--- src/rtl/var_state_array_pkg.sv ---
// Shared value encodings and state-word helpers for the Sat Engine variable-state logic.
package sat_engine_pkg;

  localparam logic [1:0] VAL_FREE     = 2'b00;
  localparam logic [1:0] VAL_TRUE     = 2'b01;
  localparam logic [1:0] VAL_FALSE    = 2'b10;
  localparam logic [1:0] VAL_CONFLICT = 2'b11;

  localparam int LEVEL_W_DEF = 10;
  localparam int STATE_MAX_W = 64;

  typedef logic [STATE_MAX_W-1:0] state_word_t;

  // State words are {dec, val[1:0], level}; lw is the level width of the caller.
  function automatic state_word_t state_pack(input logic dec, input logic [1:0] val,
                                             input state_word_t level, input int lw);
    state_word_t w;
    w = level;
    w[lw +: 2] = val;
    w[lw + 2] = dec;
    return w;
  endfunction

  function automatic logic [1:0] state_val(input state_word_t st, input int lw);
    return st[lw +: 2];
  endfunction

  function automatic logic state_dec(input state_word_t st, input int lw);
    return st[lw + 2];
  endfunction

endpackage

--- src/rtl/var_state_array_if.sv ---
// Analyze handshake between the decision/control FSM (master) and var_state_array (slave).
interface var_state_array_if
  import sat_engine_pkg::*;
#(
  parameter int NUM_VARS = 8,
  parameter int LEVEL_W  = LEVEL_W_DEF
);
  logic                apply_analyze_i;
  logic                busy_o;
  logic                done_o;
  logic [NUM_VARS-1:0] learned_mask_o;
  logic [LEVEL_W-1:0]  max_level_o;

  modport master (output apply_analyze_i, input busy_o, done_o, learned_mask_o, max_level_o);
  modport slave  (input apply_analyze_i, output busy_o, done_o, learned_mask_o, max_level_o);
endinterface

--- src/rtl/var_state_array_slot.sv ---
// One variable's {dec, val, level} registers with load, backtrack, decide and imply updates.
module var_state_slot
  import sat_engine_pkg::*;
#(
  parameter int LEVEL_W = LEVEL_W_DEF
) (
  input  logic                 clk,
  input  logic                 rst,
  input  logic [1:0]           val_in,
  input  logic [LEVEL_W-1:0]   cur_level,
  input  logic                 decide_en,
  input  logic                 imply_en,
  input  logic                 bkt_en,
  input  logic [LEVEL_W-1:0]   bkt_lvl,
  input  logic                 wr_en,
  input  logic [LEVEL_W+2:0]   wr_data,
  output logic [LEVEL_W+2:0]   state,
  output logic                 imply_hit,
  output logic                 conflict_hit
);
  localparam int W = 3 + LEVEL_W;

  logic               dec_q;
  logic [1:0]         val_q;
  logic [LEVEL_W-1:0] lvl_q;
  logic               is_free, in_assign, opposite;

  assign is_free   = (val_q == VAL_FREE);
  assign in_assign = (val_in == VAL_TRUE) || (val_in == VAL_FALSE);
  assign opposite  = ((val_q == VAL_TRUE) && (val_in == VAL_FALSE)) ||
                     ((val_q == VAL_FALSE) && (val_in == VAL_TRUE));

  // A var being loaded this cycle takes no part in implication or conflict reporting.
  assign imply_hit    = imply_en && !wr_en && is_free && in_assign;
  assign conflict_hit = imply_en && !wr_en && ((val_in == VAL_CONFLICT) || opposite);

  always_ff @(posedge clk) begin
    if (rst) begin
      dec_q <= 1'b0;
      val_q <= VAL_FREE;
      lvl_q <= '0;
    end else if (wr_en) begin
      dec_q <= state_dec(STATE_MAX_W'(wr_data), LEVEL_W);
      val_q <= state_val(STATE_MAX_W'(wr_data), LEVEL_W);
      lvl_q <= wr_data[LEVEL_W-1:0];
    end else if (bkt_en) begin
      if (lvl_q > bkt_lvl) begin
        dec_q <= 1'b0;
        val_q <= VAL_FREE;
        lvl_q <= '0;
      end
    end else if (decide_en && is_free) begin
      dec_q <= 1'b1;
      val_q <= val_in;
      lvl_q <= cur_level;
    end else if (imply_hit) begin
      dec_q <= 1'b0;
      val_q <= val_in;
      lvl_q <= cur_level;
    end
  end

  assign state = W'(state_pack(dec_q, val_q, STATE_MAX_W'(lvl_q), LEVEL_W));
endmodule

--- src/rtl/var_state_array.sv ---
// Per-bin variable state array with decide/imply/backtrack/load and a sequenced analyze.
// Define VAR_STATE_MAX_PIPE_EN to register each level of the max-level reduction tree.
module var_state_array
  import sat_engine_pkg::*;
#(
  parameter int NUM_VARS = 8,
  parameter int LEVEL_W  = LEVEL_W_DEF
) (
  input  logic                              clk,
  input  logic                              rst,
  input  logic [3*NUM_VARS-1:0]             var_value_i,
  output logic [3*NUM_VARS-1:0]             var_value_o,
  input  logic [NUM_VARS-1:0]               valid_from_decision_i,
  input  logic [LEVEL_W-1:0]                cur_level_i,
  input  logic                              apply_imply_i,
  output logic                              find_imply_o,
  output logic                              find_conflict_o,
  input  logic                              apply_bkt_i,
  input  logic [LEVEL_W-1:0]                bkt_lvl_i,
  input  logic [NUM_VARS-1:0]               wr_states,
  input  logic [(3+LEVEL_W)*NUM_VARS-1:0]   vars_states_i,
  output logic [(3+LEVEL_W)*NUM_VARS-1:0]   vars_states_o,
  var_state_array_if.slave                  ana
);
  localparam int WIDTH_VAR_STATES = 3 + LEVEL_W;
  localparam int DEPTH  = (NUM_VARS > 1) ? $clog2(NUM_VARS) : 0;
  localparam int LEAVES = 1 << DEPTH;
`ifdef VAR_STATE_MAX_PIPE_EN
  localparam int STAGES = DEPTH;
`else
  localparam int STAGES = 0;
`endif
  localparam logic [0:0] ST_IDLE = 1'b0;
  localparam logic [0:0] ST_RUN  = 1'b1;

  logic [0:0]          state_q;
  logic [7:0]          cnt_q;
  logic                busy, start, ops_open, imply_ok;
  logic [NUM_VARS-1:0] imply_hits, conflict_hits, learn, mask_snap, mask_q;
  logic [LEVEL_W-1:0]  leaf_lvl [LEAVES];
  logic [LEVEL_W-1:0]  root, max_q;
  logic                done_q;

  assign busy     = (state_q == ST_RUN);
  assign start    = !busy && ana.apply_analyze_i && !apply_bkt_i;
  assign ops_open = !busy && !apply_bkt_i && !ana.apply_analyze_i;
  assign imply_ok = ops_open && apply_imply_i && !(|valid_from_decision_i);

  for (genvar k = 0; k < NUM_VARS; k++) begin : g_slot
    var_state_slot #(.LEVEL_W(LEVEL_W)) u_slot (
      .clk          (clk),
      .rst          (rst),
      .val_in       (var_value_i[3*k +: 2]),
      .cur_level    (cur_level_i),
      .decide_en    (ops_open && valid_from_decision_i[k]),
      .imply_en     (imply_ok),
      .bkt_en       (apply_bkt_i),
      .bkt_lvl      (bkt_lvl_i),
      .wr_en        (wr_states[k]),
      .wr_data      (vars_states_i[k*WIDTH_VAR_STATES +: WIDTH_VAR_STATES]),
      .state        (vars_states_o[k*WIDTH_VAR_STATES +: WIDTH_VAR_STATES]),
      .imply_hit    (imply_hits[k]),
      .conflict_hit (conflict_hits[k])
    );
    assign var_value_o[3*k +: 3] = vars_states_o[k*WIDTH_VAR_STATES + LEVEL_W +: 3];
  end

  always_ff @(posedge clk) begin
    if (rst) begin
      find_imply_o    <= 1'b0;
      find_conflict_o <= 1'b0;
    end else begin
      find_imply_o    <= |imply_hits;
      find_conflict_o <= |conflict_hits;
    end
  end

  // Leaves carry a learned var's level only if it is below the current level; padding leaves stay 0.
  always_comb begin
    logic [LEVEL_W-1:0] lvl;
    logic               dec;
    lvl   = '0;
    dec   = 1'b0;
    learn = '0;
    for (int i = 0; i < LEAVES; i++) leaf_lvl[i] = '0;
    for (int k = 0; k < NUM_VARS; k++) begin
      lvl = vars_states_o[k*WIDTH_VAR_STATES +: LEVEL_W];
      dec = vars_states_o[k*WIDTH_VAR_STATES + LEVEL_W + 2];
      learn[k] = (var_value_i[3*k +: 2] == VAL_CONFLICT) &&
                 ((lvl != cur_level_i) || dec || !var_value_i[3*k + 2]);
      if (learn[k] && (lvl < cur_level_i)) leaf_lvl[k] = lvl;
    end
  end

  always_ff @(posedge clk) begin
    if (rst) mask_snap <= '0;
    else if (start) mask_snap <= learn;
  end

`ifdef VAR_STATE_MAX_PIPE_EN
  logic [LEVEL_W-1:0] node_q [1:2*LEAVES-1];

  always_ff @(posedge clk) begin
    if (rst) begin
      for (int i = 1; i < 2*LEAVES; i++) node_q[i] <= '0;
    end else begin
      if (start) for (int i = 0; i < LEAVES; i++) node_q[LEAVES+i] <= leaf_lvl[i];
      for (int i = 1; i < LEAVES; i++)
        node_q[i] <= (node_q[2*i] > node_q[2*i+1]) ? node_q[2*i] : node_q[2*i+1];
    end
  end
  assign root = node_q[1];
`else
  logic [LEVEL_W-1:0] leaf_q [LEAVES];
  logic [LEVEL_W-1:0] node   [1:2*LEAVES-1];

  always_ff @(posedge clk) begin
    if (rst) begin
      for (int i = 0; i < LEAVES; i++) leaf_q[i] <= '0;
    end else if (start) begin
      for (int i = 0; i < LEAVES; i++) leaf_q[i] <= leaf_lvl[i];
    end
  end

  always_comb begin
    for (int i = 0; i < LEAVES; i++) node[LEAVES+i] = leaf_q[i];
    for (int i = LEAVES-1; i >= 1; i--)
      node[i] = (node[2*i] > node[2*i+1]) ? node[2*i] : node[2*i+1];
  end
  assign root = node[1];
`endif

  // Backtrack aborts a running analyze without a done pulse; results hold until the next completion.
  always_ff @(posedge clk) begin
    if (rst) begin
      state_q <= ST_IDLE;
      cnt_q   <= '0;
      done_q  <= 1'b0;
      mask_q  <= '0;
      max_q   <= '0;
    end else begin
      done_q <= 1'b0;
      if (apply_bkt_i) begin
        state_q <= ST_IDLE;
      end else if (start) begin
        state_q <= ST_RUN;
        cnt_q   <= '0;
      end else if (busy) begin
        if (cnt_q == 8'(STAGES)) begin
          state_q <= ST_IDLE;
          done_q  <= 1'b1;
          mask_q  <= mask_snap;
          max_q   <= root;
        end else begin
          cnt_q <= cnt_q + 8'd1;
        end
      end
    end
  end

  assign ana.busy_o         = busy;
  assign ana.done_o         = done_q;
  assign ana.learned_mask_o = mask_q;
  assign ana.max_level_o    = max_q;
endmodule
--- src/flat_wrapper.sv ---
// flat-port wrapper written by rule: the top's interface ports become plain ports
module var_state_array_flat import sat_engine_pkg::*;
#(
  parameter int NUM_VARS = 8,
  parameter int LEVEL_W  = LEVEL_W_DEF
)
  (clk, rst, var_value_i, var_value_o, valid_from_decision_i, cur_level_i, apply_imply_i, find_imply_o, find_conflict_o, apply_bkt_i, bkt_lvl_i, wr_states, vars_states_i, vars_states_o, ana_apply_analyze_i, ana_busy_o, ana_done_o, ana_learned_mask_o, ana_max_level_o);
  var_state_array_if #(.NUM_VARS(NUM_VARS), .LEVEL_W(LEVEL_W)) ana_i ();
  input  logic clk;
  input  logic rst;
  input  logic [3*NUM_VARS-1:0] var_value_i;
  output logic [3*NUM_VARS-1:0] var_value_o;
  input  logic [NUM_VARS-1:0] valid_from_decision_i;
  input  logic [LEVEL_W-1:0] cur_level_i;
  input  logic apply_imply_i;
  output logic find_imply_o;
  output logic find_conflict_o;
  input  logic apply_bkt_i;
  input  logic [LEVEL_W-1:0] bkt_lvl_i;
  input  logic [NUM_VARS-1:0] wr_states;
  input  logic [(3+LEVEL_W)*NUM_VARS-1:0] vars_states_i;
  output logic [(3+LEVEL_W)*NUM_VARS-1:0] vars_states_o;
  input wire logic [$bits(ana_i.apply_analyze_i)-1:0] ana_apply_analyze_i;
  output wire logic [$bits(ana_i.busy_o)-1:0] ana_busy_o;
  output wire logic [$bits(ana_i.done_o)-1:0] ana_done_o;
  output wire logic [$bits(ana_i.learned_mask_o)-1:0] ana_learned_mask_o;
  output wire logic [$bits(ana_i.max_level_o)-1:0] ana_max_level_o;
  assign ana_i.apply_analyze_i = ana_apply_analyze_i;
  assign ana_busy_o = ana_i.busy_o;
  assign ana_done_o = ana_i.done_o;
  assign ana_learned_mask_o = ana_i.learned_mask_o;
  assign ana_max_level_o = ana_i.max_level_o;
  var_state_array #(.NUM_VARS(NUM_VARS), .LEVEL_W(LEVEL_W)) u_core (.clk(clk), .rst(rst), .var_value_i(var_value_i), .var_value_o(var_value_o), .valid_from_decision_i(valid_from_decision_i), .cur_level_i(cur_level_i), .apply_imply_i(apply_imply_i), .find_imply_o(find_imply_o), .find_conflict_o(find_conflict_o), .apply_bkt_i(apply_bkt_i), .bkt_lvl_i(bkt_lvl_i), .wr_states(wr_states), .vars_states_i(vars_states_i), .vars_states_o(vars_states_o), .ana(ana_i));
endmodule
--- config.mk ---
export PLATFORM = sky130hd
export DESIGN_NAME = var_state_array_flat
export DESIGN_NICKNAME = d
export VERILOG_FILES = /design/src/rtl/var_state_array_pkg.sv /design/src/rtl/var_state_array_if.sv /design/src/rtl/var_state_array_slot.sv /design/src/rtl/var_state_array.sv /design/src/flat_wrapper.sv
export SDC_FILE = /design/constraint.sdc
export NUM_CORES = 1
export LEC_CHECK = 0
export ABC_AREA = 0
export CAP_MARGIN = 20
export CORE_AREA = 2 2 164 198
export DETAILED_ROUTE_END_ITERATION = 8
export DIE_AREA = 0 0 166 200
export GPL_ROUTABILITY_DRIVEN = 0
export MAX_ROUTING_LAYER = met4
export PLACE_DENSITY = 0.89
export SETUP_SLACK_MARGIN = 0.02
export SLEW_MARGIN = 20
export SYNTH_ARGS = -nofsm -noshare
export SYNTH_HDL_FRONTEND = slang
export SYNTH_SLANG_ARGS = --single-unit
--- constraint.sdc ---
create_clock -name clk -period 6.5 [get_ports clk]
set_input_delay 1.3 -clock clk [delete_from_list [all_inputs] [get_ports clk]]
set_output_delay 1.3 -clock clk [all_outputs]
set_load 0.05 [all_outputs]
# After elaboration in Yosys (flattened, before gate mapping)
# Memory sizes are Yosys's and may differ from the RTL's.
# Cells that the tools add are included.
# word_totals
register_bits,142
mem_bits_rw,80
input_bits,169
wordCells,459
n_memories,1
# memory_table
name,depth,word_bits,rd,rd_ports_with_merged_regs,wr,line,rtl
u_core.leaf_q,8,10,8,0,8,var_state_array.sv:114,logic [LEVEL_W-1:0] leaf_q [LEAVES];
# classes
n_addsub,1
n_lt_le_gt_ge,23
n_eq_ne,57
n_mux,155
bitwise,11
n_reduce_logical,179
# ops
cell,count
$mux W10,63
$gt A10 B10 Y1,15
$logic_and A1 B1 Y1,86
$lt A10 B10 Y1,8
$mux W2,40
$ne A10 B10 Y1,8
$mux W1,49
$eq A2 B2 Y1 const B,24
$logic_or A1 B1 Y1,40
$eq A2 B1 Y1 const B,16
$reduce_bool A4 Y1,8
$mux W8,3
$ne A3 B1 Y1 const B,8
$reduce_or A8 Y1,3
$logic_not A1 Y1,20
$logic_not A2 Y1,8
$reduce_and A2 Y1,8
$add A8 B1 Y8 const B,1
$logic_not A8 Y1,1
$or A1 B1 Y1,8
$reduce_and A4 Y1,1
$reduce_or A4 Y1,1
$not A1 Y1,3
$reduce_and A3 Y1,1
3 further kinds,3

# Logic depth before layout (Yosys ltp)
# Gate-level depths: netlist of run 1.
# depth
depth_word,12
depth_mapped,27
mapped_depth_nobuf,24

# By module
# A second synthesis of run 1 with hierarchy kept.
# unflattened
hier_cells,1787
area_unflattened_um2,16727.3
# modules_own_cells
mod,instances,cells_each,area_per_inst_um2
var_state_array,1,923,9029.9
var_state_slot,8,108,962.2

# Worst setup path after synthesis of run 1
# No wires, ideal clock.
# synth_path
path_kind,reg2reg
start,memory u_core.leaf_q[1][3] (netlist bit)
end,"register u_core.max_q[4], in the netlist u_core.ana.max_level_o[4]"
t_arrival_ns,5.301
slack_ns,1.054
path_stages_with_launch,26
n_path_buf,3
cell_sequence,edfxtp_1 > ha_1 > a21o_1 > a21o_1 > a221o_1 > a21o_1 > and2_1 > clkbuf_1 > a21oi_1 > inv_1 > ha_1 > nand4_1 > nor3_1 > nor4_1 > nor2_1 > clkbuf_1 > mux2_2 > ha_1 > nand4_1 > nor2_1 > a2111oi_0 > a31oi_1 > clkbuf_1 > a2111o_1 > o21ai_0 > a221oi_1
# synth_lines
element,line,rtl
start: declaration,var_state_array.sv:114,
end signal: assignment,var_state_array.sv:153,max_q <= root;
end: declaration,var_state_array.sv:41,"logic [LEVEL_W-1:0] root, max_q;"

==> results of run 1 <==
## critical path, delay by kind of cell, from the launching register on
family	cells	cell delay (ps)
AND/OR/NAND/NOR	6	1410
AO/OA/AOI/OAI	9	2830
adder cells (fa/ha/maj)	3	930
multiplexers	1	330
buffers and inverters	2	190
flip-flops	1	440
## worst paths after layout
| kind | from | end | slack, ps | cells past startpoint |
|---|---|---|---|---|
| setup / recovery | u_core.leaf_q[0][9] | u_core.ana.max_level_o[5] | 260 | 21 |
| hold / removal | u_core.ana.learned_mask_o[4] | u_core.ana.learned_mask_o[4] | 460 | 2 |
| setup reg to reg | u_core.leaf_q[0][9] | u_core.ana.max_level_o[5] | 260 | 21 |
| hold reg to reg | u_core.ana.learned_mask_o[4] | u_core.ana.learned_mask_o[4] | 460 | 2 |
## where the power goes
group          total [mW]  switching (mW)  internal [mW]
clock                1.41           0.605          0.806
combinational        1.67            1.02          0.651
sequential           1.68           0.150           1.53
total                4.76            1.77           2.99
## layout by cell type, fill, tap and decap left out, types with 10 or more instances in the layout
master,n
a221oi_1,44
nand2b_1,20
clkdlybuf4s50_1,316
a2111o_1,10
mux2i_1,32
nand3_1,32
nand4_1,44
a211oi_1,49
o21a_1,22
ha_1,256
dfxtp_1,142
mux2_2,19
o21ai_0,48
nor3_1,24
a311oi_1,39
inv_1,166
nor2_1,232
nor2b_1,26
and2_1,51
nand2_1,69
a21o_1,54
or2_2,11
a21oi_1,135
edfxtp_1,80
clkbuf_16,26
buf_4,14
## cells in the mapped netlist (10+ instances only)
| cell | count |
|---|---|
| a2111o_1 | 10 |
| a211oi_1 | 49 |
| a21o_1 | 54 |
| a21oi_1 | 135 |
| a221oi_1 | 44 |
| a311oi_1 | 39 |
| a31oi_1 | 10 |
| and2_1 | 51 |
| buf_2 | 19 |
| buf_4 | 37 |
| clkbuf_1 | 60 |
| dfxtp_1 | 142 |
| edfxtp_1 | 80 |
| ha_1 | 256 |
| inv_1 | 167 |
| mux2_2 | 19 |
| mux2i_1 | 32 |
| nand2_1 | 69 |
| nand2b_1 | 20 |
| nand3_1 | 32 |
| nand4_1 | 44 |
| nor2_1 | 233 |
| nor2b_1 | 26 |
| nor3_1 | 24 |
| nor3b_1 | 10 |
| nor4_1 | 10 |
| o21a_1 | 22 |
| o21ai_0 | 48 |
| or2_2 | 11 |
## cells by family (layout without fill, tap and decap cells)
family	count (synthesis)	in the layout	synth area share (%)
AND/OR/NAND/NOR	574	574	17.4
AO/OA/AOI/OAI	499	499	21.0
buffers and inverters	292	543	7.62
adder cells (fa/ha/maj)	256	256	19.2
flip-flops	222	222	31.4
multiplexers	51	51	3.20
XOR/XNOR	6	6	0.314
other	0	2	0
## layout make-up
cell class | instances | share of cell area [%]
Antenna cell | 2 | 0.0242
Clock buffer | 35 | 3.45
Clock inverter | 9 | 0.386
Inverter | 167 | 3.03
Multi-Input combinational cell | 1386 | 49.6
Sequential cell | 222 | 25.3
Tap cell | 401 | 2.42
Timing Repair Buffer | 332 | 15.8
## state kept, by name (all words and copies together), names as in the netlist
register / cells
u_core.g_slot.u_slot.lvl_q: 80
u_core.leaf_q: 80
u_core.g_slot.u_slot.val_q: 16
u_core.ana.max_level_o: 10
u_core.ana.learned_mask_o: 8
u_core.cnt_q: 8
u_core.g_slot.u_slot.dec_q: 8
u_core.mask_snap: 8
u_core.ana.busy_o: 1
u_core.ana.done_o: 1
u_core.find_conflict_o: 1
u_core.find_imply_o: 1
## routing by layer
metal	vias up	global-route usage, %
li1	7447	-
met1	7666	41.3
met2	1201	58.3
met3	315	5.21
met4	0	21.7
met5	-	-
## timing repair
action                                  4_1_cts  5_1_grt
cloned                                        0        0
resized for setup                             2        6
pin swaps                                     0        1
endpoints found under the setup margin       10       10
hold buffers                                  0        0
## metrics by stage
step	area [sq um]	std cells	utilization, %	hold WS (ps)
finish	20700	2554	66.4	459
global route	20700	2554	66.4	469
CTS	20700	2552	66.3	461
detailed placement	19900	2508	63.7	442
global placement	19900	2507	63.7	435
floorplan	16700	1900	-	426
==> flow_summary_export.csv, run 1 <==
group,metric,value,unit
outcome,status,"completed",
synth,async_flop_share,0,%
finish,area_delta_synth_final,23.9,%
grt,antenna_found_initial,2,
drt,ant_nets,0,
sta,finalMaxSlewViolations,0,
clocking,cts_tree,"done",
drt,drt-initial-drc-count,1705,
sta,setup_tns,0,ps
clocking,cts_made_buffers,25,
floorplan,io_pins,319,
floorplan,initial_core_util,53.6,%
drt,dr_wl_met2,28000,microns
synth,syn_area,16700,sq um
drt,wirelength,59700,microns
clocking,clkLatencyLatePin,530,ps
pwr,power,4.76,mW
sta,finalSetupViolCount,0,
clocking,cts_setup_buffers,0,
grt,grt_max_degree,88,
synth,synth.distinct_cells,76,
synth,synth_cells,1900,
finish,ff_latch_area,5250,sq um
drt,wl_met1,21400,microns
sta,hold_violations,0,
clocking,htree_levels,1,
sta,layout_worst_path_cycle_share,96.1,%
critical_path,startpoint_type,"flip-flop",
pwr,vdd_drop_max,0.171,mV
critical_path,max_stage_delay,530,ps
placement,dpl.hpwl,45000,microns
grt,grt_pass1_vias,16085,
grt,track_usage,35.4,%
synth,synth_edf_count,80,
finish,nets,2559,
sta,finClkSkew,13.5,ps
floorplan,die_w,166,microns
clocking,clk_path_buf_depth,3,
grt,grt_pass1_wl,89900,microns
clocking,root_buffer,"clkbuf_16",
finish,layout-drive-gt1-share,5.07,%
synth,syn_area_per_cell,8.80,sq um
drt,drc_errors,0,
synth,netlist.area_leader.share,19.2,%
critical_path,crit_type,"flip-flop to flip-flop",
clocking,cts_sinks,222,
synth,synthFlopType,"dfxtp_1",
hold_path,hold_class,"flip-flop to flip-flop",
floorplan,dieArea,33200,sq um
clocking,path_clk_slew,70,ps
synth,yosysWarnings,0,
sta,tightest_slew,1270,ps
sta,setup_ws,255,ps
floorplan,placementRows,71,
critical_path,cp_common_cell,"ha_1",
synth,yosysSeqAreaShare,31.4,%
drt,routedWlPerCell,23.4,microns
critical_path,crit_fanout,12,
floorplan,die_y,200,microns
drt,via_count,16629,
job,drv_cap,0,
critical_path,critPathRequiredTime,6910,ps
synth,yosys-top-cells-area,"ha_1, dfxtp_1, edfxtp_1",
critical_path,worstSetupEndpointType,"flip-flop",
pwr,power_density,230,nW/um^2
critical_path,path_cells,"ha_1 > nand4_1 > o21ai_2 > or2_2 > o221ai_1 > inv_1 > ha_1 > a21o_1 > nand3_1 > a21oi_1 > a2111oi_2 > a31oi_4 > mux2_2 > inv_1 > ha_1 > nand4_1 > nor2_1 > a2111oi_0 > a31oi_2 > and2_1 > a221oi_1",
critical_path,crit_arrival,6650,ps
pwr,leakage,8.91,nW
critical_path,slowest_stage,"o21ai_2",
placement,portBuffers,318,
drt,dr.pass1.iters,6,
sta,period_needed,6240,ps
finish,multi_input_area,10300,sq um
synth,synth_nets,2325,
finish,n_fill_cell,2348,
synth,ys_ff_latch,222,
drt,route.met3.wl,5930,microns
grt,overflow,0,
sta,slew_headroom,14.4,%
drt,viasPerCell,6.51,
floorplan,coreArea,31200,sq um
synth,synth_largest_area_cell,"ha_1",
sta,max_freq,0.160,GHz
placement,dp_slack,93.7,ps
drt,routed.top_layer,"met4",
Note: power is estimated with default switching activity, not from simulation.
==> inputs of run 2 (changes only) <==
--- a/config.mk
+++ b/config.mk
@@ -5,7 +5,6 @@
 export SDC_FILE = /design/constraint.sdc
 export NUM_CORES = 1
 export LEC_CHECK = 0
-export ABC_AREA = 0
 export CAP_MARGIN = 20
 export CORE_AREA = 2 2 164 198
 export DETAILED_ROUTE_END_ITERATION = 8
==> results of run 2 <==
No change in the layout: final DEF, timing and power equal those of run 1.
